[config.mk]
export PLATFORM = sky130hd
export DESIGN_NAME = fp_add_pipe_flat
export DESIGN_NICKNAME = d
export VERILOG_FILES = /design/src/rtl/fp_add_pipe_if.sv /design/src/rtl/fp_add_pipe.sv /design/src/flat_wrapper.sv
export SDC_FILE = /design/constraint.sdc
export NUM_CORES = 1
export LEC_CHECK = 0
export CAP_MARGIN = 20
export CORE_MARGIN = 3
export CORE_UTILIZATION = 55
export DETAILED_ROUTE_END_ITERATION = 8
export HOLD_SLACK_MARGIN = 0.12
export PLACE_DENSITY_LB_ADDON = 0.2
export SLEW_MARGIN = 20
export SYNTH_ARGS = -nofsm -noshare
export SYNTH_HDL_FRONTEND = slang
export SYNTH_SLANG_ARGS = --single-unit
export TNS_END_PERCENT = 100
[constraint.sdc]
create_clock -name clk -period 5.2 [get_ports clk]
set_input_delay 1.04 -clock clk [delete_from_list [all_inputs] [get_ports clk]]
set_output_delay 1.04 -clock clk [all_outputs]
set_load 0.05 [all_outputs]
[src/rtl/fp_add_pipe_if.sv]
// fp_add_pipe_if: operand/result handshake bundle for the FP adder
// slave = adder side, master = producer/consumer side
interface fp_add_pipe_if #(
  parameter int EW = 6,
  parameter int MW = 22,
  parameter int TW = 4
) ();
  logic          in_valid;
  logic          in_ready;
  logic          in_sub;
  logic          in_a_sgn;
  logic          in_b_sgn;
  logic [EW-1:0] in_a_exp;
  logic [EW-1:0] in_b_exp;
  logic [MW-1:0] in_a_man;
  logic [MW-1:0] in_b_man;
  logic [TW-1:0] in_tag;
  logic          out_valid;
  logic          out_ready;
  logic          out_sgn;
  logic [EW-1:0] out_exp;
  logic [MW-1:0] out_man;
  logic [TW-1:0] out_tag;
  logic          out_ovf;
  logic          ovf_sticky;
  logic          clr_sticky;

  modport slave (
    input  in_valid, in_sub,
    input  in_a_sgn, in_b_sgn,
    input  in_a_exp, in_b_exp,
    input  in_a_man, in_b_man,
    input  in_tag, out_ready,
    input  clr_sticky,
    output in_ready, out_valid,
    output out_sgn, out_exp,
    output out_man, out_tag,
    output out_ovf, ovf_sticky
  );

  modport master (
    output in_valid, in_sub,
    output in_a_sgn, in_b_sgn,
    output in_a_exp, in_b_exp,
    output in_a_man, in_b_man,
    output in_tag, out_ready,
    output clr_sticky,
    input  in_ready, out_valid,
    input  out_sgn, out_exp,
    input  out_man, out_tag,
    input  out_ovf, ovf_sticky
  );
endinterface

[src/rtl/fp_add_pipe.sv]
// fp_add_pipe: pipelined FP add/sub with valid/ready and tag
// capture, compare/swap, align, add, normalise; all stages move on adv
module fp_add_pipe #(
  parameter int EW = 6,
  parameter int MW = 22,
  parameter int TW = 4
) (
  input logic          clk,
  input logic          rst_n,
  fp_add_pipe_if.slave io
);

  typedef struct packed {
    logic          v;
    logic [TW-1:0] tag;
    logic          as;
    logic [EW-1:0] ae;
    logic [MW-1:0] am;
    logic          bs;
    logic [EW-1:0] be;
    logic [MW-1:0] bm;
  } cap_t;

  typedef struct packed {
    logic          v;
    logic [TW-1:0] tag;
    logic          byp;
    logic          sl;
    logic          ss;
    logic [EW-1:0] el;
    logic [MW-1:0] ml;
    logic [MW-1:0] ms;
    logic [EW:0]   d;
  } cmp_t;

  typedef struct packed {
    logic          v;
    logic [TW-1:0] tag;
    logic          byp;
    logic          sl;
    logic          ss;
    logic [EW-1:0] el;
    logic [MW-1:0] ml;
    logic [MW-1:0] ms;
  } aln_t;

  typedef struct packed {
    logic          v;
    logic [TW-1:0] tag;
    logic          byp;
    logic          sg;
    logic [EW-1:0] el;
    logic [MW:0]   m;
  } add_t;

  typedef struct packed {
    logic          v;
    logic [TW-1:0] tag;
    logic          sg;
    logic [EW-1:0] e;
    logic [MW-1:0] m;
    logic          ovf;
  } out_t;

  cap_t cap_q, cap_d;
  cmp_t s1_q, s1_d;
  aln_t s2_q, s2_d;
  add_t s3_q, s3_d;
  out_t out_q, out_d;
  logic sticky_q, sticky_d;
  logic adv;

  assign adv         = !out_q.v | io.out_ready;
  assign io.in_ready = adv;

  assign io.out_valid  = out_q.v;
  assign io.out_sgn    = out_q.sg;
  assign io.out_exp    = out_q.e;
  assign io.out_man    = out_q.m;
  assign io.out_tag    = out_q.tag;
  assign io.out_ovf    = out_q.ovf;
  assign io.ovf_sticky = sticky_q;

  always_comb begin
    cap_d     = '0;
    cap_d.v   = io.in_valid;
    cap_d.tag = io.in_tag;
    cap_d.as  = io.in_a_sgn;
    cap_d.ae  = io.in_a_exp;
    cap_d.am  = io.in_a_man;
    cap_d.bs  = io.in_b_sgn ^ io.in_sub;
    cap_d.be  = io.in_b_exp;
    cap_d.bm  = io.in_b_man;
  end

  logic az, bz;
  assign az = (cap_q.am == '0);
  assign bz = (cap_q.bm == '0);

  always_comb begin
    s1_d     = '0;
    s1_d.v   = cap_q.v;
    s1_d.tag = cap_q.tag;
    if (az ^ bz) begin
      s1_d.byp = 1'b1;
      s1_d.sl  = az ? cap_q.bs : cap_q.as;
      s1_d.el  = az ? cap_q.be : cap_q.ae;
      s1_d.ml  = az ? cap_q.bm : cap_q.am;
    end else if (cap_q.be > cap_q.ae) begin
      s1_d.sl = cap_q.bs;
      s1_d.el = cap_q.be;
      s1_d.ml = cap_q.bm;
      s1_d.ss = cap_q.as;
      s1_d.ms = cap_q.am;
      s1_d.d  = {1'b0, cap_q.be} - {1'b0, cap_q.ae};
    end else begin
      s1_d.sl = cap_q.as;
      s1_d.el = cap_q.ae;
      s1_d.ml = cap_q.am;
      s1_d.ss = cap_q.bs;
      s1_d.ms = cap_q.bm;
      s1_d.d  = {1'b0, cap_q.ae} - {1'b0, cap_q.be};
    end
  end

  always_comb begin
    s2_d     = '0;
    s2_d.v   = s1_q.v;
    s2_d.tag = s1_q.tag;
    s2_d.byp = s1_q.byp;
    s2_d.sl  = s1_q.sl;
    s2_d.ss  = s1_q.ss;
    s2_d.el  = s1_q.el;
    s2_d.ml  = s1_q.ml;
    if (32'(s1_q.d) >= MW) s2_d.ms = '0;
    else                   s2_d.ms = s1_q.ms >> s1_q.d;
  end

  logic [MW+1:0] dif;
  assign dif = {2'b0, s2_q.ml} - {2'b0, s2_q.ms};

  always_comb begin
    s3_d     = '0;
    s3_d.v   = s2_q.v;
    s3_d.tag = s2_q.tag;
    s3_d.byp = s2_q.byp;
    s3_d.el  = s2_q.el;
    s3_d.sg  = s2_q.sl;
    if (s2_q.byp) begin
      s3_d.m = {1'b0, s2_q.ml};
    end else if (s2_q.sl == s2_q.ss) begin
      s3_d.m = {1'b0, s2_q.ml} + {1'b0, s2_q.ms};
    end else if (dif[MW+1]) begin
      s3_d.m  = {1'b0, s2_q.ms} - {1'b0, s2_q.ml};
      s3_d.sg = s2_q.ss;
    end else begin
      s3_d.m = dif[MW:0];
    end
  end

  int            lz;
  logic [EW-1:0] sh;

  // left shift is capped by the exponent so small results stay denormal
  always_comb begin
    lz = MW;
    for (int i = 0; i < MW; i++) begin
      if (s3_q.m[i]) lz = MW - 1 - i;
    end
    if ($unsigned(lz) < 32'(s3_q.el)) sh = EW'(lz);
    else                              sh = s3_q.el;
  end

  always_comb begin
    out_d     = '0;
    out_d.v   = s3_q.v;
    out_d.tag = s3_q.tag;
    if (s3_q.byp) begin
      out_d.sg = s3_q.sg;
      out_d.e  = s3_q.el;
      out_d.m  = s3_q.m[MW-1:0];
    end else if (s3_q.m == '0) begin
      out_d.sg = 1'b0;
    end else if (s3_q.m[MW]) begin
      out_d.sg = s3_q.sg;
      if (&s3_q.el) begin
        out_d.e   = '1;
        out_d.m   = '1;
        out_d.ovf = 1'b1;
      end else begin
        out_d.e = s3_q.el + 1'b1;
        out_d.m = s3_q.m[MW:1];
      end
    end else begin
      out_d.sg = s3_q.sg;
      out_d.e  = s3_q.el - sh;
      out_d.m  = s3_q.m[MW-1:0] << sh;
    end
  end

  always_comb begin
    sticky_d = sticky_q;
    if (io.clr_sticky) sticky_d = 1'b0;
    if (out_q.v && io.out_ready && out_q.ovf)
      sticky_d = 1'b1;
  end

  always_ff @(posedge clk or negedge rst_n) begin
    if (!rst_n) begin
      cap_q <= '0;
      s1_q  <= '0;
      s2_q  <= '0;
      s3_q  <= '0;
      out_q <= '0;
    end else if (adv) begin
      cap_q <= cap_d;
      s1_q  <= s1_d;
      s2_q  <= s2_d;
      s3_q  <= s3_d;
      out_q <= out_d;
    end
  end

  always_ff @(posedge clk or negedge rst_n) begin
    if (!rst_n) sticky_q <= 1'b0;
    else        sticky_q <= sticky_d;
  end

endmodule

[src/flat_wrapper.sv]
// flat-port wrapper written by rule: the top's interface ports become plain ports
module fp_add_pipe_flat 
#(
  parameter int EW = 6,
  parameter int MW = 22,
  parameter int TW = 4
)
  (clk, rst_n, io_in_valid, io_in_sub, io_in_a_sgn, io_in_b_sgn, io_in_a_exp, io_in_b_exp, io_in_a_man, io_in_b_man, io_in_tag, io_out_ready, io_clr_sticky, io_in_ready, io_out_valid, io_out_sgn, io_out_exp, io_out_man, io_out_tag, io_out_ovf, io_ovf_sticky);
  fp_add_pipe_if #(.EW(EW), .MW(MW), .TW(TW)) io_i ();
  input logic clk;
  input logic rst_n;
  input wire logic [$bits(io_i.in_valid)-1:0] io_in_valid;
  input wire logic [$bits(io_i.in_sub)-1:0] io_in_sub;
  input wire logic [$bits(io_i.in_a_sgn)-1:0] io_in_a_sgn;
  input wire logic [$bits(io_i.in_b_sgn)-1:0] io_in_b_sgn;
  input wire logic [$bits(io_i.in_a_exp)-1:0] io_in_a_exp;
  input wire logic [$bits(io_i.in_b_exp)-1:0] io_in_b_exp;
  input wire logic [$bits(io_i.in_a_man)-1:0] io_in_a_man;
  input wire logic [$bits(io_i.in_b_man)-1:0] io_in_b_man;
  input wire logic [$bits(io_i.in_tag)-1:0] io_in_tag;
  input wire logic [$bits(io_i.out_ready)-1:0] io_out_ready;
  input wire logic [$bits(io_i.clr_sticky)-1:0] io_clr_sticky;
  output wire logic [$bits(io_i.in_ready)-1:0] io_in_ready;
  output wire logic [$bits(io_i.out_valid)-1:0] io_out_valid;
  output wire logic [$bits(io_i.out_sgn)-1:0] io_out_sgn;
  output wire logic [$bits(io_i.out_exp)-1:0] io_out_exp;
  output wire logic [$bits(io_i.out_man)-1:0] io_out_man;
  output wire logic [$bits(io_i.out_tag)-1:0] io_out_tag;
  output wire logic [$bits(io_i.out_ovf)-1:0] io_out_ovf;
  output wire logic [$bits(io_i.ovf_sticky)-1:0] io_ovf_sticky;
  assign io_i.in_valid = io_in_valid;
  assign io_i.in_sub = io_in_sub;
  assign io_i.in_a_sgn = io_in_a_sgn;
  assign io_i.in_b_sgn = io_in_b_sgn;
  assign io_i.in_a_exp = io_in_a_exp;
  assign io_i.in_b_exp = io_in_b_exp;
  assign io_i.in_a_man = io_in_a_man;
  assign io_i.in_b_man = io_in_b_man;
  assign io_i.in_tag = io_in_tag;
  assign io_i.out_ready = io_out_ready;
  assign io_i.clr_sticky = io_clr_sticky;
  assign io_in_ready = io_i.in_ready;
  assign io_out_valid = io_i.out_valid;
  assign io_out_sgn = io_i.out_sgn;
  assign io_out_exp = io_i.out_exp;
  assign io_out_man = io_i.out_man;
  assign io_out_tag = io_i.out_tag;
  assign io_out_ovf = io_i.out_ovf;
  assign io_ovf_sticky = io_i.ovf_sticky;
  fp_add_pipe #(.EW(EW), .MW(MW), .TW(TW)) u_core (.clk(clk), .rst_n(rst_n), .io(io_i));
endmodule
==> metrics.md <==
| Metric | Value |
|---|---|
| Fin cells | 2,720 |
| Io pins | 105 |
| Placeable Area | roughly 32,000 sq um |
| Min setup slack post-route | 0.451 ns |
| First-pass GRT wire length | 91,200 microns |
| Post-synth top area cell | dfrtp_1 |
| Slew margin rel. | 25.7% |
| Layout Area Growth over Synthesis | 13.6% |
| Post-synth top cells | nand2_1, dfrtp_1, o21ai_0 |
| Tcrit/Tclk final | 91.3% |
| DP Worst Slack | 0.363 ns |
| R2R Setup Slk | between 0.4 and 0.5 ns |
| Crit. Startpoint | u_core.s3_q[16] |
| CP arrival | around 5.2 ns |
| Clock Skews | between 0.015 and 0.02 ns |
| EDFF count, synth | 0 |
| Max clock buf depth | 3 |
| Unique masters post-synth | 88 |
| GRT overflow | 0 |
| 1st-pass router iterations | 6 |
| Cells after synthesis | ~2,200 |
| Critical Path RT | ~5.6 ns |
| Vias/cell | 6.26 |
| TritonCTS clock tree | built |
| Gr usage total | a little under a third |
| Die width | approximately 190 microns |
| Placed instance count | 2,665 |
| Clock sink count | 258 |
| Final WL | around 57,000 microns |
| Largest net degree at the start of global routing | ~180 |
| Number of max-cap violations | 0 |
| Post-DRT Antenna Nets | 0 |
| Clock-pin slew on the worst setup and hold paths | 0.07 ns |
| Crit-path max FO | 8 |
| FF+latch area | between 6000 and 7000 sq um |
| Std-Cell Rows | 65 |
| Top_reg_cell synth | dfrtp_1 |
| Tmin final | around 4.7 ns |
| Synth top area share | between 30% and 40% |
| Most common cell in the netlist | nand2_1 |
| Layout cells sized above 1 | under 10% |
| Post-synth ARST share | 100% |
| Die Ht | 187 microns |
| Status | finished, final reports clean |
| Hold Slack | 0.438 ns |
| Worst r2r src | u_core.s3_q[16] |
| Slowest cell delay on critical path | 0.59 ns |
| Fin. Hold Viols | 0 |
| PortBufs | 104 |
| Max-slew violation count | 0 |
| Worst-Margin Slew | roughly 1.1 ns |
| Die area | 34,800 sq um |
| Mapped cell area | between 15,000 and 20,000 sq um |
| Crit-path cells | or4_4 > or3_4 > a31oi_4 > nor2_2 > inv_1 > ha_1 > inv_1 > o2111a_1 > a211oi_2 > mux2_2 > nand2_1 > inv_2 > ha_1 > a21o_1 > a21oi_1 > o21bai_1 > a21oi_1 > xnor2_1 > nor2_1 > a21oi_1 > a221oi_1 > nor2_1 |
| Syn_nets | between 2,000 and 2,500 |
| Hpwl dp | 40,600 microns |
| Max Freq | about 210 MHz |
| Vias in the first global route | between 15,000 and 20,000 |
| Setup TNS | 0 ns |
| Initial DRC Count | 2,080 |
| RSZ-0062 raised after global routing | no |
| # nets final | between 2,000 and 2,500 |
| Routability cong. | 1.01 |
| Vias | about 17,000 |
| Register bit total from synthesis | 258 |
| Warnings from Yosys | 0 |
| Sequential-to-total area share from yosys stat | 36.0% |
| HP Class | in2async |
| Multi-input gate area | 10,400 sq um |
| Critical path class | reg2reg |
| H-tree depth | 1 |
| Clk Latency, worst-skew pair | 0.56 ns |
| CP dominant cell by count | a21oi_1 |
| Slowest-stage cell, CP | or4_4 |
| Syn avg cell area | 8.02 sq um |
| Root Driver | clkbuf_16 |
| R2R depth | 22 |
| CTS Buf Count | 29 |
| FF-to-FF End | u_core.io.out_exp[5] |
| Initial antenna violation count | 1 |
| Crit. End Element | register |
| Final setup viols | 0 |
| Top cells by area, synth | dfrtp_1, nand2_1, ha_1 |
| WL per Instance | 21.0 microns |
| CP Launch Type | register |
| DRC viols | 0 |
| Fill cells | 2,766 |
| Initial Utilization | ~56% |
## through the flow
| stage | area [sq um] | util [%] |
|---|---|---|
| 6_report | 20400 | 63.9 |
| 5_1_grt | 20400 | 63.9 |
| 4_1_cts | 20300 | 63.8 |
| 3_5_place_dp | 19400 | 60.8 |
| 3_3_place_gp | 19400 | 60.8 |
| 2_1_floorplan | 17900 | - |
## logic make-up after synthesis
kind of cell | after synthesis | share of synthesized area (%)
buffers and inverters | 288 | 6.14
multiplexers | 112 | 6.88
flip-flops | 258 | 36.0
AND/OR/NAND/NOR | 821 | 19.7
AO/OA/AOI/OAI | 634 | 23.0
adder cells (fa/ha/maj) | 95 | 6.86
XOR/XNOR | 28 | 1.37
## how the worst max path moves through the flow
stage,end,slack [ns],depth (start not counted)
6_report,u_core.io.out_exp[5],0.45,22
4_1_cts,u_core.io.out_exp[5],0.33,22
3_5_place_dp,u_core.io.out_exp[5],0.36,22
5_1_grt,u_core.io.out_exp[5],0.16,23
2_1_floorplan,u_core.io.out_exp[4],0.36,24
3_3_place_gp,u_core.io.out_exp[5],0.45,22
## cell usage in the layout, fill, tap and decap left out, drive strengths merged, types with 10 or more instances in the layout
cell | Yosys | layout
a211oi | 48 | 48
buf | 25 | 59
mux2i | 88 | 88
ha | 88 | 88
xnor2 | 22 | 22
nor3 | 49 | 49
o21ai | 198 | 198
nor2b | 16 | 16
nand3 | 39 | 39
o21bai | 12 | 12
nor4 | 17 | 17
o211ai | 20 | 20
a221oi | 12 | 12
o22ai | 24 | 24
o21a | 11 | 11
mux2 | 17 | 17
a2111oi | 17 | 17
clkdlybuf4s50 | 0 | 103
nand4 | 13 | 13
nand2b | 15 | 15
a21oi | 127 | 127
a21boi | 10 | 10
and3 | 19 | 19
clkbuf | 141 | 39
or3 | 12 | 12
nand2 | 476 | 476
a31oi | 47 | 47
dfrtp | 258 | 258
inv | 121 | 121
nor2 | 138 | 138
o31ai | 10 | 10
a21o | 10 | 10
## per-layer routing
layer / track usage [%] / wire (microns)
met5: 0 / 13
met4: 7.59 / 1370
met3: 4.75 / 4930
met2: 47.5 / 24400
met1: 48.9 / 26300
## final cells by class
cell class	instances	share of cell area, %
Tap cell	435	2.67
Clock inverter	13	0.762
Inverter	122	2.28
Clock buffer	39	3.89
Multi-Input combinational cell	1690	51.2
Antenna cell	1	0.0123
Sequential cell	258	31.7
Timing Repair Buffer	162	7.46
## sequential cells by signal (all words and copies together), names as in the netlist
register,count
u_core.io.out_exp,6
u_core.io.ovf_sticky,1
u_core.io.out_valid,1
u_core.s2_q,58
u_core.out_d,5
u_core.io.out_ovf,1
u_core.io.out_sgn,1
u_core.s1_q,65
u_core.io.out_man,22
u_core.s3_q,31
u_core.cap_q,63
u_core.io.out_tag,4
## worst max-delay path, delay by kind of cell, from the launching register on
kind,cells,cell delay (ns)
AND/OR/NAND/NOR,6,1.31
flip-flops,1,0.47
buffers and inverters,3,0.22
XOR/XNOR,1,0.08
AO/OA/AOI/OAI,9,1.66
adder cells (fa/ha/maj),2,0.47
multiplexers,1,0.41
## what timing repair did
action,in CTS,in global routing
gates resized for setup,0,2
hold buffers,0,0
setup buffers,0,2
setup endpoints to repair,0,2
Power is not shown: default switching activity piles up to over one toggle a cycle in this logic, so the estimate is an artifact.
